==> config.mk <==
export PLATFORM = sky130hd
export DESIGN_NAME = pipelined_cla_subtractor
export DESIGN_NICKNAME = d
export VERILOG_FILES = /design/src/rtl/pipelined_cla_pkg.sv /design/src/rtl/cla_segment.sv /design/src/rtl/pipelined_cla_subtractor.sv
export SDC_FILE = /design/constraint.sdc
export NUM_CORES = 1
export LEC_CHECK = 0
export BUFFER_PORTS_ARGS = -buffer_cell sky130_fd_sc_hd__buf_2
export CORE_ASPECT_RATIO = 1.1
export CORE_MARGIN = 1.5
export CORE_UTILIZATION = 40
export CTS_CLUSTER_SIZE = 20
export DETAILED_ROUTE_END_ITERATION = 10
export PLACE_DENSITY = 0.66
export SYNTH_ARGS = -nofsm -noshare
export SYNTH_HDL_FRONTEND = slang
export SYNTH_SLANG_ARGS = --single-unit
export TNS_END_PERCENT = 5
==> constraint.sdc <==
create_clock -name clk -period 2.5 [get_ports clk]
set_clock_uncertainty 0.15 [all_clocks]
set_input_delay 0.5 -clock clk [delete_from_list [all_inputs] [get_ports clk]]
set_output_delay 0.5 -clock clk [all_outputs]
set_load 0.03 [all_outputs]
==> src/rtl/pipelined_cla_pkg.sv <==
// Shared constants and stage-register layout for the pipelined carry-lookahead subtractor.
// Optional overflow tracking is selected with PIPE_SUB_OVF_EN.
package pipelined_cla_pkg;

  localparam int P_N    = 64;
  localparam int P_SEGS = 4;
  localparam int P_W    = P_N / P_SEGS;

  // One pipeline stage at default width: lower slices of dif are done, upper slices of opa/opb still pending.
  typedef struct packed {
    logic             vld;
    logic [P_N-1:0]   dif;
    logic [P_N-1:0]   opa;
    logic [P_N-1:0]   opb;
    logic             bo;
`ifdef PIPE_SUB_OVF_EN
    logic             ovf;
`endif
  } stage_t;

endpackage

==> src/rtl/cla_segment.sv <==
// Combinational W-bit carry-lookahead adder slice built from 4-bit generate/propagate groups.
// Latency: 0 cycles. Backpressure: none (pure logic).
// Group carries chain through (G, P); carries inside a group are fully expanded.
module cla_segment
  import pipelined_cla_pkg::*;
#(
  parameter int W = P_W
) (
  input  logic [W-1:0] x,
  input  logic [W-1:0] y,
  input  logic         cin,
  output logic [W-1:0] s,
  output logic         cout
);

  localparam int NG = (W + 3) / 4;
  localparam int WP = NG * 4;

  logic [WP-1:0] xp, yp, g, p;
  logic [WP:0]   c;

  always_comb begin
    xp = '0;
    yp = '0;
    xp[W-1:0] = x;
    yp[W-1:0] = y;
    g = xp & yp;
    p = xp ^ yp;
    c = '0;
    c[0] = cin;
    for (int grp = 0; grp < NG; grp++) begin
      c[grp*4+1] = g[grp*4] | (p[grp*4] & c[grp*4]);
      c[grp*4+2] = g[grp*4+1] | (p[grp*4+1] & g[grp*4])
                 | (p[grp*4+1] & p[grp*4] & c[grp*4]);
      c[grp*4+3] = g[grp*4+2] | (p[grp*4+2] & g[grp*4+1])
                 | (p[grp*4+2] & p[grp*4+1] & g[grp*4])
                 | (p[grp*4+2] & p[grp*4+1] & p[grp*4] & c[grp*4]);
      // Group carry-out from group generate/propagate.
      c[grp*4+4] = (g[grp*4+3] | (p[grp*4+3] & g[grp*4+2])
                 | (p[grp*4+3] & p[grp*4+2] & g[grp*4+1])
                 | (p[grp*4+3] & p[grp*4+2] & p[grp*4+1] & g[grp*4]))
                 | (&p[grp*4 +: 4] & c[grp*4]);
    end
  end

  assign s    = p[W-1:0] ^ c[W-1:0];
  assign cout = c[W];

endmodule

==> src/rtl/pipelined_cla_subtractor.sv <==
// Pipelined a - b - bin: one carry-lookahead segment per stage; ovf port only with PIPE_SUB_OVF_EN.
// Latency: SEGS cycles from accept edge to out_valid; throughput one beat per cycle.
// Backpressure: ready chain per stage, in_ready is combinational from out_ready; absorbs SEGS beats when stalled.
module pipelined_cla_subtractor
  import pipelined_cla_pkg::*;
#(
  parameter int N    = P_N,
  parameter int SEGS = P_SEGS
) (
  input  logic         clk,
  input  logic         rst_n,
  input  logic         in_valid,
  output logic         in_ready,
  input  logic [N-1:0] a,
  input  logic [N-1:0] b,
  input  logic         bin,
  output logic         out_valid,
  input  logic         out_ready,
  output logic [N:0]   result
`ifdef PIPE_SUB_OVF_EN
  ,
  output logic         ovf
`endif
);

  localparam int W = N / SEGS;

  // Same layout as stage_t, sized by this instance's N.
  typedef struct packed {
    logic         vld;
    logic [N-1:0] dif;
    logic [N-1:0] opa;
    logic [N-1:0] opb;
    logic         bo;
`ifdef PIPE_SUB_OVF_EN
    logic         ovf;
`endif
  } stg_t;

  stg_t stg_q [SEGS];
  stg_t src   [SEGS];
  stg_t nxt   [SEGS];

  logic [SEGS:0]          rdy;
  logic [SEGS-1:0][W-1:0] seg_s;
  logic [SEGS-1:0]        seg_c;

  // Stage k consumes what stage k-1 holds; stage 0 consumes the input port.
  always_comb begin
    src[0]     = '0;
    src[0].vld = in_valid;
    src[0].opa = a;
    src[0].opb = ~b;
    src[0].bo  = bin;
    for (int k = 1; k < SEGS; k++) src[k] = stg_q[k-1];
  end

  genvar gk;
  generate
    for (gk = 0; gk < SEGS; gk++) begin : g_seg
      cla_segment #(.W(W)) u_seg (
        .x    (src[gk].opa[gk*W +: W]),
        .y    (src[gk].opb[gk*W +: W]),
        .cin  (~src[gk].bo),
        .s    (seg_s[gk]),
        .cout (seg_c[gk])
      );
    end
  endgenerate

  always_comb begin
    for (int k = 0; k < SEGS; k++) begin
      nxt[k]                = src[k];
      nxt[k].dif[k*W +: W]  = seg_s[k];
      nxt[k].bo             = ~seg_c[k];
`ifdef PIPE_SUB_OVF_EN
      // opb holds ~b, so equal top bits here mean the operand signs differ.
      nxt[k].ovf = (src[k].opa[N-1] == src[k].opb[N-1]) &&
                   (nxt[k].dif[N-1] != src[k].opa[N-1]);
`endif
    end
  end

  always_comb begin
    rdy       = '0;
    rdy[SEGS] = out_ready;
    for (int k = SEGS - 1; k >= 0; k--) rdy[k] = !stg_q[k].vld || rdy[k+1];
  end

  always_ff @(posedge clk or negedge rst_n) begin
    if (!rst_n) begin
      for (int k = 0; k < SEGS; k++) stg_q[k] <= '0;
    end else begin
      for (int k = 0; k < SEGS; k++) begin
        if (rdy[k]) begin
          if (src[k].vld) stg_q[k]     <= nxt[k];
          else            stg_q[k].vld <= 1'b0;
        end
      end
    end
  end

  assign in_ready  = rdy[0];
  assign out_valid = stg_q[SEGS-1].vld;
  assign result    = {stg_q[SEGS-1].bo, stg_q[SEGS-1].dif};
`ifdef PIPE_SUB_OVF_EN
  assign ovf       = stg_q[SEGS-1].ovf;
`endif

endmodule

==> results of run 1 <==
==> metrics by stage <==
stage | hold WS [ns] | cell area [µm²] | setup WS, ns | cells
CTS | 0.000410 | 19600 | -0.285 | 2024
global route | 0.00243 | 19700 | -0.269 | 2026
floorplan | 0.0544 | 15700 | -0.176 | 1195
detailed placement | 0.313 | 18100 | -0.354 | 1933
finish | 0.0219 | 19700 | -0.176 | 2026
global placement | 0.307 | 18100 | -0.322 | 1933
==> report_power, final <==
group	internal [W]	leakage, nW	total [W]	switching, W
Combinational	0.00380	4.26	0.00784	0.00404
Clock	0.00309	0.580	0.00533	0.00224
Sequential	0.00779	4.31	0.00885	0.00106
Total	0.0147	9.15	0.0220	0.00735
==> logic make-up (layout without fill, tap and decap cells) <==
group           count (synthesis)  in the layout  share of synthesized area, %
simple gates                  193            193                          5.57
mux                           256            256                          18.3
buf+inv                        83            414                          2.07
fa+ha+maj                      80             80                          7.13
xor+xnor                       28             28                          1.56
compound gates                195            195                          8.03
flops                         360            360                          57.3
==> cells in the mapped netlist (all sizes together), types with 2 or more instances <==
cell type and number:
buf 19, nand4 3, nand2 115, nor2b 5, a31oi 6, o31ai 17
a21o 8, and3 2, nand2b 5, o21bai 4, fa 16, o41ai 2
o31a 6, or2 6, a211oi 4, o211a 2, ha 64, dfrtp 360
o21a 14, o311ai 3, clkbuf 31, nor3b 8, o21ai 101, or3 7
xnor2 19, xor2 9, inv 33, a211o 4, mux2 252, nor2 11
and4 3, o211ai 2, nor3 19, a21boi 2, nand3 8, mux2i 4
a21oi 14, a2bb2oi 2
==> final cells by class <==
type / count / area, µm² / share of cell area, %
sequential: 360 / 9010 / 45.8
inverter: 33 / 124 / 0.630
multi-input combinational: 752 / 6520 / 33.2
timing repair buffer: 318 / 2200 / 11.2
clock buffer: 55 / 1110 / 5.67
clock inverter: 8 / 61.3 / 0.312
tap: 500 / 626 / 3.18
==> metal layers <==
metal	GRT usage (%)	routed length (µm)
met3	4.25	1800
met1	20.1	13900
met4	4.81	680
met2	28.9	16400
met5	0	52
==> worst paths after layout <==
kind                       startpoint         end  slack (ns)  cells after the start
setup / recovery              nxt[49]  result[60]       -0.18                      8
hold / removal                  b[36]    nxt[425]        0.02                      2
setup reg to reg              nxt[49]  result[60]       -0.18                      8
hold reg to reg              nxt[528]    nxt[528]        0.32                      2
max in group asynchronous       rst_n    nxt[452]        1.01                      3
min in group asynchronous       rst_n    nxt[233]        0.36                      2
==> state kept, by name, summed over array words and instances (netlist names) <==
register,count
nxt,291
out_valid,1
result,65
src,3
==> repair_timing <==
action / in CTS / in global routing
hold buffers: 25 / 0
endpoints found under the hold margin: 71 / 0
setup buffers: 3 / 2
cloned: 0 / 0
gates resized for setup: 16 / 16
pin swaps: 5 / 7
endpoints found under the setup margin: 22 / 33
==> flow_summary.yaml, run 1 <==
critical_path:
  critical_path.top_delay_family: "compound AO/OA/AOI/OAI gates"
  path_cells: "ha_1 -> nor2b_1 -> o31a_1 -> o31ai_4 -> o32ai_2 -> or2_4 -> fa_2 -> mux2_2"
  crit_buf_inv: 0
  path_max_fanout: 3
  cp_slowest_cell: "fa_2"
  worstSetupStartpointType: "flip-flop"
  crit_arrival_ns: 2.93
  cp-end-kind: "flip-flop"
  max_stage_delay_ns: 0.39
  cp.required_ns: 2.75
  critPathKind: "flip-flop to flip-flop"
sta:
  fin_ws_ns: -0.176
  period_share_pct: 107
  setup_viol: 16
  rsz0062_at_grt: "yes"
  finalHoldViolations: 0
  worst_pin_slew_ns: 0.544
  slew_violations: 0
  max_freq_ghz: 0.374
  relSlewSlack_pct: 63.8
  min_period_ns: 2.68
  tns_ns: -1.22
power:
  powerDensity_mw_per_mm2: 1120
  power_leakage_nw: 9.15
  design_power_total_w: 0.0220
  ir_worst_vdd_mv: 0.663
synthesis:
  postSynthAreaPerCell_um2: 13.2
  ys_ff_latch: 360
  synthCells: 1195
  synth.net_count: 1408
  synth_warnings: 0
  yosysSeqAreaShare_pct: 57.3
  synth_top_cell_by_area: "dfrtp_1"
  synthTopCellsByArea: "dfrtp_1 57%, mux2_2 18%, ha_1 5.1%"
  synthFlopType: "dfrtp_1"
  synthesis.area_mm2: 0.0157
  synth_edf_count: 0
  synth_top_cell_area_share_pct: 57.3
  synth_cell_types: 49
  synth-async-reset-ratio_pct: 100
cells_and_area:
  layout.nets: 1716
  layout_commonest_cell: "dfrtp_1"
  diodes: 0
  fillers: 3386
  final_cell_mix: "360 x dfrtp_1, 252 x mux2_2, 198 x buf_2"
  areaGrowthSynthToFinish_pct: 25.1
  utilization_pct: 51.1
  drive_gt1_share_pct: 41.7
floorplan:
  initial_core_util_pct: 40.8
  rows: 75
  die_width_um: 192
  io_pins: 200
  dieArea_mm2: 0.0405
  fp.dieH_um: 211
  core_mm2: 0.0385
run_status:
  violations: "negative setup slack"
  status: "finished, violations left"
route:
  route.detailed.drc: 0
  first_pass_iters: 4
  drt-initial-drc-count: 312
  wirelength_um: 32800
  drt-wirelength-per-cell_um: 16.2
  antenna_left: 0
  vias: 10052
  viasPerCell: 4.96
global_route:
  antenna_found_initial: 4
  grt_pass1_vias: 10695
  grt_pass1_wl_um: 53400
  gr-usage-all-layers_pct: 16.5
  grt_max_degree: 61
  grt_overflow: 0
clock_network:
  cts_tree: "built"
  cts_max_level: 2
  cts_buffers: 38
  clk_path_buf_depth: 3
  root_buffer: "clkbuf_16"
  clkLatencyLatePin_ns: 0.54
  cts.clk_slew.worst_paths_ns: 0.06
  cts_sinks: 360
placement:
  dp_hpwl_um: 23500
  portBuffers: 199
  place.gp.congestion: 0.808
min_path:
  hold_path.class: "input pin to flip-flop"
flow_run:
  cap_violations: 0
No activity file was read; power rests on OpenSTA's default activity.
==> run 2, diff against run 1 <==
--- a/config.mk
+++ b/config.mk
@@ -11,8 +11,11 @@
 export CORE_UTILIZATION = 40
 export CTS_CLUSTER_SIZE = 20
 export DETAILED_ROUTE_END_ITERATION = 10
+export GPL_TIMING_DRIVEN = 0
 export PLACE_DENSITY = 0.66
+export SETUP_SLACK_MARGIN = 0.3
 export SYNTH_ARGS = -nofsm -noshare
 export SYNTH_HDL_FRONTEND = slang
+export SYNTH_HIERARCHICAL = 1
 export SYNTH_SLANG_ARGS = --single-unit
 export TNS_END_PERCENT = 5
==> run 2 against run 1 <==
The flow still finishes with violations (negative setup slack). Worst setup slack improved by 0.083 ns. Critical path type unchanged. Core utilization down 0.79 points. Sequential power up 2.4%. Highest routed layer unchanged.
==> flow_summary.yaml, run 2 <==
run_status:
  status: "finished, violations left"
  violations: "negative setup slack"
sta:
  period_share_pct: 104
  slew_violations: 0
  tns_ns: -0.215
  fin_ws_ns: -0.0931
  relSlewSlack_pct: 39.3
  max_freq_ghz: 0.386
  worst_pin_slew_ns: 0.911
  rsz0062_at_grt: "yes"
  setup_viol: 4
  min_period_ns: 2.59
  finalHoldViolations: 0
route:
  wirelength_um: 33500
  drt-wirelength-per-cell_um: 16.5
  viasPerCell: 4.88
  first_pass_iters: 4
  route.detailed.drc: 0
  vias: 9892
  antenna_left: 0
  drt-initial-drc-count: 315
power:
  swShare_pct: 34.0
  ir_worst_vdd_mv: 0.514
  powerDensity_mw_per_mm2: 1150
  p_int_w: 0.0155
  p_sw_w: 0.00796
  power_leakage_nw: 9.42
  clkPwrFrac_pct: 23.5
  power_frac_seq_pct: 38.7
  comb_power_share_pct: 37.8
global_route:
  grt_pass1_wl_um: 54400
  antenna_found_initial: 2
  grt_overflow: 0
  gr-usage-all-layers_pct: 16.3
  grt_max_degree: 124
  grt_pass1_vias: 10480
critical_path:
  cp_slowest_cell: "dfrtp_1"
  path_max_fanout: 2
  max_stage_delay_ns: 0.39
  cp.required_ns: 2.78
  path_cells: "ha_1 -> a21oi_2 -> nor2_2 -> o21a_2 -> o31ai_4 -> inv_2 -> fa_2 -> xor2_1 -> mux2_2"
  worstSetupStartpointType: "flip-flop"
  crit_buf_inv: 1
  crit_arrival_ns: 2.87
  critical_path.top_delay_family: "compound AO/OA/AOI/OAI gates"
  cp-end-kind: "flip-flop"
  critPathKind: "flip-flop to flip-flop"
synthesis:
  synth_top_cells_by_count: "360 x dfrtp_1, 284 x mux2_2, 101 x inv_1"
  ys_ff_latch: 360
  synth_most_common_cell: "dfrtp_1"
  synth_cell_types: 57
  synthesis.area_mm2: 0.0164
  synth_top_cell_by_area: "dfrtp_1"
  synthTopCellsByArea: "dfrtp_1 55%, mux2_2 19%, ha_1 4.9%"
  synth_top_cell_area_share_pct: 54.9
  postSynthAreaPerCell_um2: 13.9
  synthCells: 1181
  synth.net_count: 1394
  synth_warnings: 6
  synthFlopType: "dfrtp_1"
  synth_edf_count: 0
  synth-async-reset-ratio_pct: 100
  yosysSeqAreaShare_pct: 54.9
placement:
  dp_hpwl_um: 23300
  place.gp.congestion: 0.812
  dp.cells: 1895
  portBuffers: 199
floorplan:
  dieArea_mm2: 0.0422
  rows: 77
  die_width_um: 196
  fp.dieH_um: 215
  core_mm2: 0.0404
  io_pins: 200
  initial_core_util_pct: 40.6
cells_and_area:
  diodes: 0
  areaGrowthSynthToFinish_pct: 23.7
  final_cell_mix: "360 x dfrtp_1, 279 x mux2_2, 222 x buf_2"
  drive_gt1_share_pct: 45.7
  fin_cells: 2026
  layout.nets: 1699
  layout_commonest_cell: "dfrtp_1"
  fillers: 3507
  largest_register_ffs: 291
clock_network:
  cts_sinks: 360
  clk_path_buf_depth: 3
  root_buffer: "clkbuf_16"
  cts.clk_slew.worst_paths_ns: 0.06
  cts_max_level: 2
  clkLatencyLatePin_ns: 0.55
  cts_buffers: 39
  cts_tree: "built"
flow_run:
  cap_violations: 0
min_path:
  hold_path.class: "input pin to flip-flop"
==> run 2: cell types whose count changed after synthesis, sizes merged, moves of 7 or more <==
cell	before	now
clkbuf	31	0
mux2	252	305
buf	19	37
or3	7	0
inv	33	101
nor3	19	7
o21ai	101	19
nor2	11	24
o31ai	17	2
mux2i	4	54
xor2	9	24
nand2	115	28
a21oi	14	36
==> run 2: through the flow <==
step / cell area, µm² / util, % / setup slack (ns) / hold WS, ns / total power, W
6_report: 20300 / 50.3 / -0.0931 / 0.0344 / 0.0234
5_1_grt: 20300 / 50.3 / -0.195 / 0.0104 / 0.0250
4_1_cts: 20200 / 50.0 / -0.0880 / 0.000695 / 0.0236
3_5_place_dp: 18300 / 45.3 / -0.246 / 0.337 / 0.0175
3_3_place_gp: 18200 / 45.1 / -6.21 / 0.331 / 0.0173
2_1_floorplan: 16600 / - / 0.0771 / 0.0544 / 0.0152
==> run 2: power groups by stage <==
| stage | Combinational, W | Clock [W] | Sequential (W) |
|---|---|---|---|
| 2_1_floorplan | 0.00531 | 0 | 0.00990 |
| 3_3_place_gp | 0.00818 | 0 | 0.00911 |
| 3_5_place_dp | 0.00837 | 0 | 0.00918 |
| 4_1_cts | 0.00886 | 0.00570 | 0.00909 |
| 5_1_grt | 0.00972 | 0.00593 | 0.00934 |
| 6_report | 0.00887 | 0.00551 | 0.00906 |
==> run 2: worst register-to-register path, delay by kind of cell, from the launching register on <==
family	cells	cell delay, ns
compound gates	3	0.75
xor+xnor	1	0.15
fa+ha+maj	2	0.65
buf+inv	1	0.08
flops	1	0.39
mux	1	0.26
simple gates	1	0.06
==> run 2: cell type report <==
cell class	count	area (µm²)	share of cell area, %
Timing Repair Buffer	264	1670	8.21
Tap cell	513	642	3.16
Sequential cell	360	9010	44.4
Inverter	101	379	1.87
Buffer	37	256	1.26
Clock inverter	12	67.6	0.333
Multi-Input combinational cell	683	7130	35.1
Clock buffer	56	1150	5.68
==> run 2: logic make-up after synthesis <==
group                    after synthesis  share of synthesized area [%]
AO/OA/AOI/OAI                         99                           4.19
XOR/XNOR                              42                           2.24
adder cells (fa/ha/maj)               80                           6.83
flip-flops                           360                           54.9
buffers and inverters                138                           3.87
multiplexers                         359                           24.7
AND/OR/NAND/NOR                      103                           3.26
==> run 2: metal layers <==
metal,wire [µm],global-route usage (%),up-vias
li1,-,-,4708
met1,14700,20.6,4947
met2,16400,28.0,179
met3,1520,3.48,54
met4,774,5.33,4
met5,30,0,-
==> run 2: worst paths after layout <==
path | end | slack, ns | from | cells past startpoint
min in group asynchronous | result[54] | 0.49 | rst_n | 2
worst min register to register | result[13] | 0.34 | nxt[142] | 1
worst min-delay path | nxt[498] | 0.03 | a[45] | 2
worst max register to register | nxt[352] | -0.09 | nxt[405] | 9
worst max-delay path | nxt[352] | -0.09 | nxt[405] | 9
max in group asynchronous | result[28] | 0.54 | rst_n | 3
==> run 2: what timing repair did <==
action	4_1_cts	5_1_grt
hold endpoints to repair	166	0
setup buffers	9	3
hold buffers	51	0
gates resized for setup	29	22
cloned	0	0
setup endpoints to repair	29	39
pin swaps	23	14
